<file path="src/rtl/timer_counter.sv">
// Memory-mapped 32-bit down-counter timer with interrupt output (CTRL/PRESET/COUNT).
// Optional TC_IRQ_LATCH_EN: mode-1 interrupt flag latches until the next CTRL write.
module timer_counter #(
  parameter logic [31:0] BASE_ADDR = 32'h0000_7f00
) (
  input  logic        clk,
  input  logic        reset,
  input  logic [31:0] addr,
  input  logic        we,
  input  logic [3:0]  byteen,
  input  logic [31:0] wdata,
  output logic [31:0] rdata,
  output logic        irq
);

  typedef enum logic [1:0] {
    S_IDLE,
    S_LOAD,
    S_CNT,
    S_INT
  } state_t;

  state_t      r_state;
  state_t      w_next;

  logic        r_en;
  logic [1:0]  r_mode;
  logic        r_im;
  logic [31:0] r_preset;
  logic [31:0] r_count;
  logic        r_flag;

  logic        w_sel;
  logic        w_wr;
  logic        w_wr_ctrl;
  logic        w_wr_preset;
  logic        w_mode1;
  logic        w_cnt_done;
  logic        w_unused;

  assign w_sel       = (addr[31:4] == BASE_ADDR[31:4]) && (addr[3:2] != 2'b11);
  assign w_wr        = w_sel && we && (byteen == 4'b1111);
  assign w_wr_ctrl   = w_wr && (addr[3:2] == 2'b00);
  assign w_wr_preset = w_wr && (addr[3:2] == 2'b01);
  assign w_mode1     = (r_mode == 2'b01);
  assign w_cnt_done  = (r_count <= 32'd1);
  assign w_unused    = ^addr[1:0];

  always_ff @(posedge clk) begin
    if (reset) begin
      r_state <= S_IDLE;
    end else begin
      r_state <= w_next;
    end
  end

  // Auto-reload goes straight from INT to LOAD so the mode-1 period is PRESET+2.
  always_comb begin
    w_next = r_state;
    case (r_state)
      S_IDLE: if (r_en) w_next = S_LOAD;
      S_LOAD: w_next = S_CNT;
      S_CNT: begin
        if (!r_en) begin
          w_next = S_IDLE;
        end else if (w_cnt_done) begin
          w_next = S_INT;
        end
      end
      S_INT: begin
        if (w_mode1 && r_en) begin
          w_next = S_LOAD;
        end else begin
          w_next = S_IDLE;
        end
      end
      default: w_next = S_IDLE;
    endcase
  end

  always_ff @(posedge clk) begin
    if (reset) begin
      r_en     <= 1'b0;
      r_mode   <= 2'b00;
      r_im     <= 1'b0;
      r_preset <= '0;
      r_count  <= '0;
      r_flag   <= 1'b0;
    end else begin
      // A CPU CTRL write takes priority over the one-shot EN clear in INT.
      if (w_wr_ctrl) begin
        r_en   <= wdata[0];
        r_mode <= wdata[2:1];
        r_im   <= wdata[3];
      end else if ((r_state == S_INT) && !w_mode1) begin
        r_en <= 1'b0;
      end

      if (w_wr_preset) begin
        r_preset <= wdata;
      end

      if (r_state == S_LOAD) begin
        r_count <= r_preset;
      end else if ((r_state == S_CNT) && r_en) begin
        r_count <= w_cnt_done ? '0 : r_count - 32'd1;
      end

      if (w_wr_ctrl) begin
        r_flag <= 1'b0;
      end else if ((r_state == S_CNT) && r_en && w_cnt_done) begin
        r_flag <= 1'b1;
`ifdef TC_IRQ_LATCH_EN
      end
`else
      end else if ((r_state == S_INT) && w_mode1) begin
        r_flag <= 1'b0;
      end
`endif
    end
  end

  always_comb begin
    irq   = r_im & r_flag;
    rdata = '0;
    if (w_sel) begin
      case (addr[3:2])
        2'b00:   rdata = {28'd0, r_im, r_mode, r_en};
        2'b01:   rdata = r_preset;
        2'b10:   rdata = r_count;
        default: rdata = '0;
      endcase
    end
  end

endmodule
</file>
<file path="config.mk">
export PLATFORM = sky130hd
export DESIGN_NAME = timer_counter
export DESIGN_NICKNAME = d
export VERILOG_FILES = /design/src/rtl/timer_counter.sv
export SDC_FILE = /design/constraint.sdc
export NUM_CORES = 1
export LEC_CHECK = 0
export ABC_AREA = 1
export CORE_MARGIN = 4
export CORE_UTILIZATION = 55
export DETAILED_ROUTE_END_ITERATION = 10
export MAX_ROUTING_LAYER = met4
export PLACE_DENSITY = 0.83
export SYNTH_ARGS = -nofsm -noshare
export SYNTH_HDL_FRONTEND = slang
export SYNTH_SLANG_ARGS = --single-unit
</file>
<file path="constraint.sdc">
create_clock -name clk -period 4.07 [get_ports clk]
set_input_delay 1.0175 -clock clk [delete_from_list [all_inputs] [get_ports clk]]
set_output_delay 1.0175 -clock clk [all_outputs]
set_load 0.005 [all_outputs]
</file>
* Word-level counts from Yosys, hierarchy flattened
Index checks and enable logic that the tools add are counted.
Operators by class: add/sub/neg operators 1, bitwise operators 1, reduce and logical (&&, ||, !) cells 18, magnitude comparators 1, muxes and demuxes 14, equality and inequality tests 11
Operators by type and width (count):
- $mux W32 | 4
- $pmux W32 S3 | 1
- $le A32 B1 Y1 const B | 1
- $sub A32 B1 Y32 const B | 1
- $eq A28 B11 Y1 const B | 1
- $logic_and A1 B1 Y1 | 10
- $pmux W2 S4 | 1
- $eq A2 B1 Y1 const B | 3
- $eq A2 B2 Y1 const B | 3
- $mux W2 | 3
- $reduce_bool A2 Y1 | 3
- $mux W1 | 5
- $eq A4 B4 Y1 const B | 1
- $logic_not A2 Y1 | 2
- $ne A2 B2 Y1 const B | 2
- $ne A3 B3 Y1 const B | 1
- $reduce_and A2 Y1 | 1
- $reduce_or A2 Y1 | 1
- $and A1 B1 Y1 | 1
- $logic_not A1 Y1 | 1
Word-level totals: register bits after elaboration 71, input bits 71

* Longest topological paths before layout
Gate-level depths: netlist of run 1.
depth after elaboration 6, depth in mapped cells 10, mapped depth without buffers 10

* Least setup slack after synthesis of run 1
No wires, ideal clock.
path kind input port to output port, start in addr[15], end out rdata[2], arrival time 1.866 ns, data required time 3.053 ns, stages on the path 6, slack 1.187 ns, cell sequence inv_1 > nand4_1 > nor3_1 > nand2_1 > buf_1 > a31oi_1
Between the ends: longest elaborated chain between the ends 3
Ends and longest elaborated chain:
- start: declaration | line 8 | input logic [31:0] addr,
- $eq A28 B11 Y1 | line 41 | assign w_sel = (addr[31:4] == BASE_ADDR[31:4]) && (addr[3:2] != 2'b11);
- $logic_and A1 B1 Y1 | line 41
- $mux W32 | line 126 | if (w_sel) begin
- end: declaration | line 12 | output logic [31:0] rdata,
Every way passes these cells.

* Final worst setup path of run 1
start in addr[11], end out rdata[1]
The elaborated chain is that of the path after synthesis.

==> results.py, run 1 <==
metrics = {
    "placed_design": {
        "place_ws_ns": 0.05983,
        "dp_hpwl_um": 9711,
        "io_buffer_count": 101,
        "gp_congestion": 0.9288,
    },
    "timing": {
        "fin_crit_sh_pct": 96.35,
        "setup_violations": 0,
        "worst_slack_ns": 0.1487,
        "fin_crit_ns": 3.921,
        "worstMarginPinSlew_ns": 0.7179,
        "setup-tns-final_ns": 0,
        "slew_headroom_pct": 52.14,
        "clock_skew_ns": 0.008518,
        "slew_violations": 0,
        "max_freq_mhz": 255.0,
        "hold_viol_final": 0,
        "whs_ns": 0.4785,
    },
    "critical_path": {
        "cpMostUsedCell": "clkdlybuf4s50_1",
        "cp_max_fo": 15,
        "r2r_setup_slack_ns": 1.68,
        "reg2reg_depth": 6,
        "cp.required_ns": 3.05,
        "r2r_end": "r_count[10]$_SDFFE_PP0P_",
        "critPathSlowestCell": "clkdlybuf4s50_1",
        "critPathTopFamily": "buffers and inverters",
        "path_class": "in -> out",
        "critPathMaxStageDelay_ns": 0.54,
        "crit_cells": 7,
        "arrival_ns": 2.90,
        "critPathLaunchType": "input port",
        "worstPathCellList": "clkdlybuf4s50_1 -> nand4_1 -> nor3_2 -> nand2_1 -> buf_4 -> a31oi_1 -> clkdlybuf4s50_1",
        "cp-end-kind": "output port",
        "path_buf_inv": 3,
        "r2r-start": "r_state[0]$_SDFFE_PP0P_",
    },
    "yosys": {
        "ys_seq_area_share_pct": 31.00,
        "synthCells": 758,
        "syn_nets": 831,
        "yosys_warnings": 0,
        "syn-mean-instance-area_um2": 6.050,
        "ys_seq_elements": 71,
        "syn_area_mm2": 0.004586,
        "ys_types": 36,
    },
    "worst_hold_path": {
        "hold_class": "reg -> reg",
        "whs_endpoint": "r_state[0]$_SDFFE_PP0P_",
        "holdPathStages": 1,
        "hp-start": "r_state[0]$_SDFFE_PP0P_",
    },
    "floorplanning": {
        "ios": 104,
        "die-area_mm2": 0.009862,
        "coreArea_mm2": 0.008175,
        "initial_core_util_pct": 56.09,
        "die_y_um": 99.31,
        "rows": 33,
        "die_w_um": 99.31,
    },
    "detailed_routing": {
        "first_pass_iters": 5,
        "routedWlPerCell_um": 13.97,
        "num_vias": 5090,
        "drt_wl_total_um": 13450,
        "post-route-drc-count": 0,
        "drtIter0Drc": 261,
        "postRouteAntennaNets": 0,
        "vias_per_cell": 5.286,
    },
    "global_route": {
        "grt_usage_pct": 28.86,
        "antenna_found_initial": 0,
        "grt_pass1_wl_um": 23030,
        "gr-total-overflow": 0,
        "grt_max_degree": 71,
        "grt_pass1_vias": 4949,
    },
    "finish": {
        "layout_common_cells": "201 x nand2_1, 106 x inv_1, 101 x clkdlybuf4s50_1",
        "synthToLayoutAreaGrowth_pct": 29.28,
        "fillers": 716,
        "utilization_pct": 72.51,
        "diodes": 0,
        "drive_gt1_share_pct": 8.392,
        "final_common_cell": "nand2_1",
        "fin_nets": 926,
    },
    "clock_network": {
        "clk_pin_slew_ns": 0.07,
        "numCtsBuffers": 9,
        "cts_hold_buf": 0,
        "cts.sinks": 71,
        "clockBufferDepth": 2,
        "cts_root_buf": "clkbuf_8",
        "cts_max_level": 3,
        "clock_latency_ns": 0.35,
        "cts_tree": "yes",
    },
    "power": {
        "total_power_mw": 1.342,
        "power.leakage_nw": 2.529,
        "vdd_drop_max_uv": 129.1,
        "powerDensity_mw_per_mm2": 226.4,
    },
    "flow_run": {
        "maxCapViolations": 0,
    },
    "outcome": {
        "status": "finished clean",
    },
}
## area by class of cell
cell class	instances	area, um^2	share of cell area [%]
Clock inverter	3	17.52	0.2955
Timing Repair Buffer	114	1146	19.33
Clock buffer	13	158.9	2.680
Multi-Input combinational cell	542	2619	44.17
Sequential cell	71	1421	23.98
Inverter	115	434.2	7.324
Tap cell	105	131.4	2.216
## kinds of logic after synthesis
logic type | synth area share [%]
flip-flops | 31.00
AO/OA/AOI/OAI | 15.22
adder cells (fa/ha/maj) | 0.5456
XOR/XNOR | 3.820
buffers and inverters | 12.17
AND/OR/NAND/NOR | 37.24
## metrics by stage
step	std cells	area, um^2
6_report	963	5928
2_1_floorplan	758	4586
3_5_place_dp	947	5744
4_1_cts	963	5921
5_1_grt	963	5928
3_3_place_gp	947	5744
## per-layer routing
layer	up-vias	GRT usage, %	routed length [um]	share of wire, %
li1	2587	-	-	-
met1	2288	36.57	5892	44
met2	184	47.31	6430	48
met3	31	4.067	851	6.3
met4	0	9.874	274	2.0
met5	-	-	0	0
## timing repair
item | in CTS | in global routing
endpoints found under the setup margin | 0 | 32
buffers inserted | 0 | 0
resized for setup | 0 | 2
## state kept, by name, indices dropped and copies added, names as in the netlist
name and cells:
r_im 1, r_en 1, r_count 32, r_preset 32, r_state 2, r_flag 1, r_mode 2
## synth_stat cells, drive strengths merged
master	count	share of area, %
nand2	214	18
nor2	119	11
inv	113	9.3
dfxtp	71	31
o21ai	54	5.9
nand3	38	4.5
a21oi	34	3.7
o22ai	22	3.0
xor2	19	3.6
clkbuf	17	1.4
nand4	14	1.9
buf	13	1.3
o31ai	8	1.3
a31oi	4	0.55
nor3	4	0.44
clkinv	2	0.16
ha	2	0.55
o21a	2	0.33
a211oi	1	0.27
and3	1	0.14
nand3b	1	0.16
nor3b	1	0.16
nor4	1	0.14
o21bai	1	0.16
or2	1	0.14
xnor2	1	0.19
## worst max path at each step
stage                        start        end  slack, ns
after floorplan           addr[15]   rdata[2]       1.19
after global placement    addr[14]   rdata[1]       0.09
after detailed placement  addr[11]   rdata[1]       0.06
after CTS                 addr[11]   rdata[1]       0.07
after global routing       addr[5]  rdata[30]     -0.005
final                     addr[11]   rdata[1]       0.15
## where the power goes
part	switching (mW)	total, mW	internal, mW
Sequential	0.0000000000134	0.694	0.694
Clock	0.273	0.527	0.253
Combinational	0.0485	0.121	0.0728
Note: power is estimated with default switching activity, not from simulation.
==> run 2: changes to the inputs <==
==> constraint.sdc (replaced) <==
create_clock -name clk -period 4.07 [get_ports clk]
set_input_delay 1.0175 -clock clk [delete_from_list [all_inputs] [get_ports clk]]
set_output_delay 1.0175 -clock clk [all_outputs]
set_load 0.02 [all_outputs]
==> run 2 against run 1 <==
Fmax shrank 1.8%. Routed wire length is essentially flat. Clock power grew 9.9%. Worst hold slack gained 0.021 ns. Critical path type unchanged. Flip-flop and latch count is the same. Final area grew 1.4%. Cell count grew 0.10%. Sequential power is essentially flat. Non-clock buffer count grew 1. Die area is the same. Global-route usage shrank 0.20 points. Largest power group unchanged. Critical endpoint is now rdata[0].
==> results.py, run 2 (synthesized netlist as in run 1, its figures left out) <==
metrics = {
    "global_route": {
        "grt_max_degree": 71,
        "grt_pass1_wl_um": 22870,
        "grt_pass1_vias": 5019,
        "grt_usage_pct": 28.67,
        "antenna_found_initial": 0,
        "gr-total-overflow": 0,
    },
    "detailed_routing": {
        "num_vias": 5106,
        "routedWlPerCell_um": 13.94,
        "vias_per_cell": 5.297,
        "drt_wl_total_um": 13440,
        "first_pass_iters": 5,
        "post-route-drc-count": 0,
        "drtIter0Drc": 311,
        "postRouteAntennaNets": 0,
    },
    "critical_path": {
        "path_class": "in -> out",
        "critPathLaunchType": "input port",
        "cpMostUsedCell": "clkdlybuf4s50_1",
        "cp_max_fo": 3,
        "arrival_ns": 2.98,
        "cp-end-kind": "output port",
        "cp.required_ns": 3.05,
        "worstPathCellList": "clkdlybuf4s50_1 -> nand4_1 -> nor3_2 -> nand2_1 -> buf_4 -> a31oi_1 -> clkdlybuf4s50_1",
        "critPathSlowestCell": "clkdlybuf4s50_1",
        "critPathMaxStageDelay_ns": 0.66,
    },
    "power": {
        "p_int_mw": 1.064,
        "powerDensity_mw_per_mm2": 232.0,
        "p_clk_share_pct": 41.5,
        "combPwrFrac_pct": 8.7,
        "total_power_mw": 1.395,
        "vdd_drop_max_uv": 181.8,
        "power.switching_mw": 0.3317,
        "power.leakage_nw": 3.055,
        "swShare_pct": 23.77,
        "seqPwrFrac_pct": 49.7,
    },
    "finish": {
        "reg.largest.list": "r_count: 32 flops, r_preset: 32 flops",
        "synthToLayoutAreaGrowth_pct": 31.13,
        "final_common_cell": "nand2_1",
        "fin_nets": 927,
        "drive_gt1_share_pct": 8.615,
        "diodes": 0,
        "layout_common_cells": "201 x nand2_1, 106 x inv_1, 101 x nor2_1",
        "design_area_mm2": 0.006013,
    },
    "timing": {
        "slew_violations": 0,
        "clock_skew_ns": 0.008308,
        "max_freq_mhz": 250.4,
        "setup_violations": 0,
        "fin_crit_ns": 3.994,
        "slew_headroom_pct": 52.62,
        "worstMarginPinSlew_ns": 0.7108,
        "setup-tns-final_ns": 0,
        "worst_slack_ns": 0.07644,
        "hold_viol_final": 0,
        "fin_crit_sh_pct": 98.12,
    },
    "clock_network": {
        "cts_root_buf": "clkbuf_8",
        "clockBufferDepth": 2,
        "clock_latency_ns": 0.36,
        "cts_hold_buf": 0,
        "cts_tree": "yes",
        "cts_max_level": 3,
        "clk_pin_slew_ns": 0.08,
        "cts.sinks": 71,
        "numCtsBuffers": 9,
        "postCtsSetupRepairBufs": 0,
    },
    "placed_design": {
        "postPlaceCellArea_mm2": 0.005752,
        "dp_hpwl_um": 9702,
        "place_ws_ns": -0.05209,
        "io_buffer_count": 101,
        "gp_congestion": 0.9539,
    },
    "floorplanning": {
        "die_w_um": 99.31,
        "initial_core_util_pct": 56.09,
        "die_y_um": 99.31,
        "rows": 33,
        "coreArea_mm2": 0.008175,
        "ios": 104,
        "die-area_mm2": 0.009862,
    },
    "flow_run": {
        "maxCapViolations": 0,
    },
    "worst_hold_path": {
        "hold_class": "reg -> reg",
    },
    "outcome": {
        "status": "finished clean",
    },
}
[run 2: cell types whose count changed in the layout (fill, tap and decap cells not counted), sizes merged]
cell and change:
dlygate4sd2 +5, clkinvlp +1, clkbuf -3, clkinv +1, dlymetal6s2s +26, bufinv +1, clkdlybuf4s50 -31, buf +1
[run 2: worst max-delay path: cells and delay by family]
kind | cells | cell delay (ns)
AOI/OAI and AO/OA | 1 | 0.14
buffers and inverters | 3 | 1.31
and+or+nand+nor | 3 | 0.50
[run 2: area by class of cell]
cell class	count	area, um^2
clock buffer	10	137.6
clock inverter	6	60.06
fill	686	2162
inverter	115	434.2
multi-input combinational	542	2616
sequential	71	1421
tap	105	131.4
timing repair buffer	115	1212
[run 2: what timing repair did]
item | CTS | global route
cloned | 0 | 0
endpoints found under the setup margin | 5 | 27
resized for setup | 5 | 27
[run 2: worst paths after layout]
path,from,end,slack (ns),cells after the start
hold / removal,r_im$_SDFFE_PP0P_,r_im$_SDFFE_PP0P_,0.50,2
setup / recovery,addr[11],rdata[0],0.08,7
hold reg to reg,r_im$_SDFFE_PP0P_,r_im$_SDFFE_PP0P_,0.50,2
setup reg to reg,r_state[0]$_SDFFE_PP0P_,r_count[3]$_SDFFE_PP0P_,1.75,6
[run 2: metal layers]
metal	up-vias	track usage [%]	wire length (um)
li1	2579	-	-
met1	2327	35.35	5987
met2	181	47.26	6410
met3	19	5.330	853
met4	0	9.664	184
met5	-	-	0
[run 2: power groups by stage]
stage | Sequential, mW | Clock [mW] | Combinational [mW]
after floorplan | 0.710 | 0 | 0.0329
after CTS | 0.694 | 0.586 | 0.121
after detailed placement | 0.710 | 0 | 0.120
after global routing | 0.694 | 0.618 | 0.132
final | 0.694 | 0.579 | 0.122
after global placement | 0.710 | 0 | 0.118
[run 2: metrics by stage]
stage / hold slack, ns / utilization, % / cells
floorplan: 0.4449 / - / 758
detailed placement: 0.4893 / 70.36 / 948
global route: 0.5269 / 73.55 / 964
global placement: 0.4583 / 70.36 / 948
finish: 0.4991 / 73.55 / 964
CTS: 0.5007 / 72.70 / 964
==> run 3: changes to the inputs <==
==> config.mk (replaced) <==
export PLATFORM = sky130hd
export DESIGN_NAME = timer_counter
export DESIGN_NICKNAME = d
export VERILOG_FILES = /design/src/rtl/timer_counter.sv
export SDC_FILE = /design/constraint.sdc
export NUM_CORES = 1
export LEC_CHECK = 0
export ABC_AREA = 0
export CORE_MARGIN = 4
export CORE_UTILIZATION = 54
export DETAILED_ROUTE_END_ITERATION = 10
export PLACE_DENSITY = 0.84
export SYNTH_ARGS = -nofsm -noshare
export SYNTH_HDL_FRONTEND = slang
export SYNTH_SLANG_ARGS = --single-unit
==> run 3 against run 2 <==
Clock-buffer cell count is the same. Fmax down 1.8%. Via count shrank 14%. Final area is 9.3% lower. First-iteration DRC count fell by 24%. Clock power is 10% higher. Total power up 3.0%. Combinational power shrank 12%.
==> results.py, run 3 <==
metrics = {
    "floorplanning": {
        "die_w_um": 95.38,
        "initial_core_util_pct": 56.24,
        "die_y_um": 95.38,
        "coreArea_mm2": 0.007331,
        "ios": 104,
        "rows": 31,
        "die-area_mm2": 0.009096,
    },
    "global_route": {
        "antenna_found_initial": 0,
        "grt_pass1_wl_um": 20560,
        "top_usage_layer": "met2",
        "grt_util_met1_pct": 35.71,
        "met2_usage_pct": 49.56,
        "gr-total-overflow": 0,
        "grt_usage_pct": 28.16,
        "grt_max_degree": 35,
        "use_met3_pct": 4.893,
        "grt_pass1_vias": 4192,
    },
    "yosys": {
        "synthCells": 516,
        "syn_area_mm2": 0.004123,
        "synth_ff_type": "dfxtp_1",
        "yosys_warnings": 0,
        "synth-edff-count": 0,
        "ys_seq_elements": 71,
        "syn_nets": 589,
        "ys_seq_area_share_pct": 34.48,
        "ys_types": 58,
        "synth.most_common_cell": "nor2_1",
        "syn-mean-instance-area_um2": 7.990,
        "synthTopCellsByArea": "dfxtp_1 34%, mux2i_1 9.5%, nor2_1 8.3%",
        "yosys.area.top_type": "dfxtp_1",
        "netlist.area_leader.share_pct": 34.48,
        "synthArstFlopShare_pct": 0,
        "synth_common_cells": "91 x nor2_1, 71 x dfxtp_1, 41 x a22oi_1",
    },
    "detailed_routing": {
        "drt_wl_total_um": 12680,
        "drtIter0Drc": 236,
        "post-route-drc-count": 0,
        "postRouteAntennaNets": 0,
        "num_vias": 4366,
        "vias_per_cell": 6.149,
        "first_pass_iters": 5,
        "routedWlPerCell_um": 17.86,
    },
    "timing": {
        "slew_violations": 0,
        "fin_crit_sh_pct": 99.97,
        "fin_crit_ns": 4.069,
        "setup_violations": 0,
        "clock_skew_ns": 0.01097,
        "hold_viol_final": 0,
        "max_freq_mhz": 245.8,
        "worst_slack_ns": 0.001424,
        "slew_headroom_pct": 46.06,
        "worstMarginPinSlew_ns": 0.8091,
    },
    "power": {
        "combPwrFrac_pct": 7.4,
        "power.switching_mw": 0.3155,
        "p_int_mw": 1.122,
        "swShare_pct": 21.95,
        "power.leakage_nw": 2.058,
        "total_power_mw": 1.437,
        "powerDensity_mw_per_mm2": 263.5,
        "p_clk_share_pct": 44.3,
        "seqPwrFrac_pct": 48.3,
        "vdd_drop_max_uv": 270.3,
    },
    "finish": {
        "layout_common_cells": "91 x nor2_1, 71 x dfxtp_1, 68 x clkdlybuf4s50_1",
        "drive_gt1_share_pct": 8.347,
        "fin_nets": 680,
        "synthToLayoutAreaGrowth_pct": 32.29,
        "diodes": 0,
        "reg.largest.list": "r_count: 32 flops, r_preset: 32 flops",
        "final_common_cell": "nor2_1",
    },
    "critical_path": {
        "arrival_ns": 3.05,
        "path_class": "in -> out",
        "cp.required_ns": 3.05,
        "critPathLaunchType": "input port",
        "cp_max_fo": 16,
        "cp-end-kind": "output port",
    },
    "clock_network": {
        "cts_root_buf": "clkbuf_8",
        "postCtsSetupRepairBufs": 0,
        "clockBufferDepth": 2,
        "cts.sinks": 71,
        "clock_latency_ns": 0.35,
        "cts_tree": "yes",
        "cts_max_level": 3,
        "clk_pin_slew_ns": 0.08,
        "cts_hold_buf": 0,
        "numCtsBuffers": 9,
    },
    "outcome": {
        "status": "finished clean",
    },
    "placed_design": {
        "io_buffer_count": 101,
        "place_ws_ns": -0.2207,
        "dp_hpwl_um": 9018,
        "gp_congestion": 0.9083,
    },
    "worst_hold_path": {
        "hold_class": "reg -> reg",
    },
    "flow_run": {
        "maxCapViolations": 0,
    },
}
-- run 3: cell type report --
class	count	area [um^2]
clock inverters	5	81.33
well taps	99	123.9
clock buffers	10	137.6
fillers	595	1877
flip-flops and latches	71	1421
repair buffers	122	1139
inverters	6	22.52
multi-input cells	397	2529
-- run 3: timing repair --
action | 4_1_cts | 5_1_grt
resized for setup | 32 | 3
endpoints found under the setup margin | 32 | 14
gates cloned | 0 | 0
-- run 3: logic make-up (layout without fill, tap and decap cells) --
kind of cell	Yosys count	count (layout)	synth area share (%)
AOI/OAI and AO/OA	116	116	19.88
xor gates and xnor gates	12	12	2.549
adders and majority gates	2	2	0.6069
buffers and inverters	48	143	4.734
DFF	71	71	34.48
muxes	39	39	9.469
and+or+nand+nor	228	228	28.29
-- run 3: path summary, 6_finish.rpt --
| kind | startpoint | to | slack (ns) | cells past startpoint |
|---|---|---|---|---|
| max | addr[26] | rdata[17] | 0.001 | 7 |
| min | r_preset[12]$_SDFFE_PP0P_ | r_count[12]$_SDFFE_PP0P_ | 0.50 | 2 |
| max reg2reg | r_count[24]$_SDFFE_PP0P_ | r_count[24]$_SDFFE_PP0P_ | 1.46 | 5 |
| min reg2reg | r_preset[12]$_SDFFE_PP0P_ | r_count[12]$_SDFFE_PP0P_ | 0.50 | 2 |
-- run 3: power groups by stage --
stage | combinational (mW) | clock (mW) | sequential (mW)
after floorplan | 0.0251 | 0 | 0.710
after global placement | 0.103 | 0 | 0.710
after detailed placement | 0.106 | 0 | 0.710
after CTS | 0.106 | 0.647 | 0.694
after global routing | 0.113 | 0.675 | 0.694
final | 0.107 | 0.637 | 0.694
-- run 3: worst max-delay path, cell delays in order --
cell and delay, ns:
clkdlybuf4s50_1 0.42, nor4_1 0.37, nand4_1 0.19, or2_2 0.35
buf_4 0.20, nor2_1 0.13, dlygate4sd2_1 0.36
-- run 3: metrics by stage --
stage	utilization (%)	setup TNS (ns)	cell area, um^2	hold WS, ns	cells
after floorplan	-	0	4123	0.4553	516
after detailed placement	71.84	-4.962	5266	0.4870	695
after CTS	74.28	0	5445	0.4993	710
after global routing	74.40	-1.979	5454	0.5175	710
final	74.40	0	5454	0.4970	710
after global placement	71.84	-2.747	5266	0.4785	695
-- run 3: metal layers --
layer / part of all wire, % / up-vias / wire [um]
li1: - / 2095 / -
met1: 42 / 2075 / 5343
met2: 51 / 175 / 6418
met3: 5.9 / 21 / 753
met4: 1.3 / 0 / 164
met5: 0 / - / 0
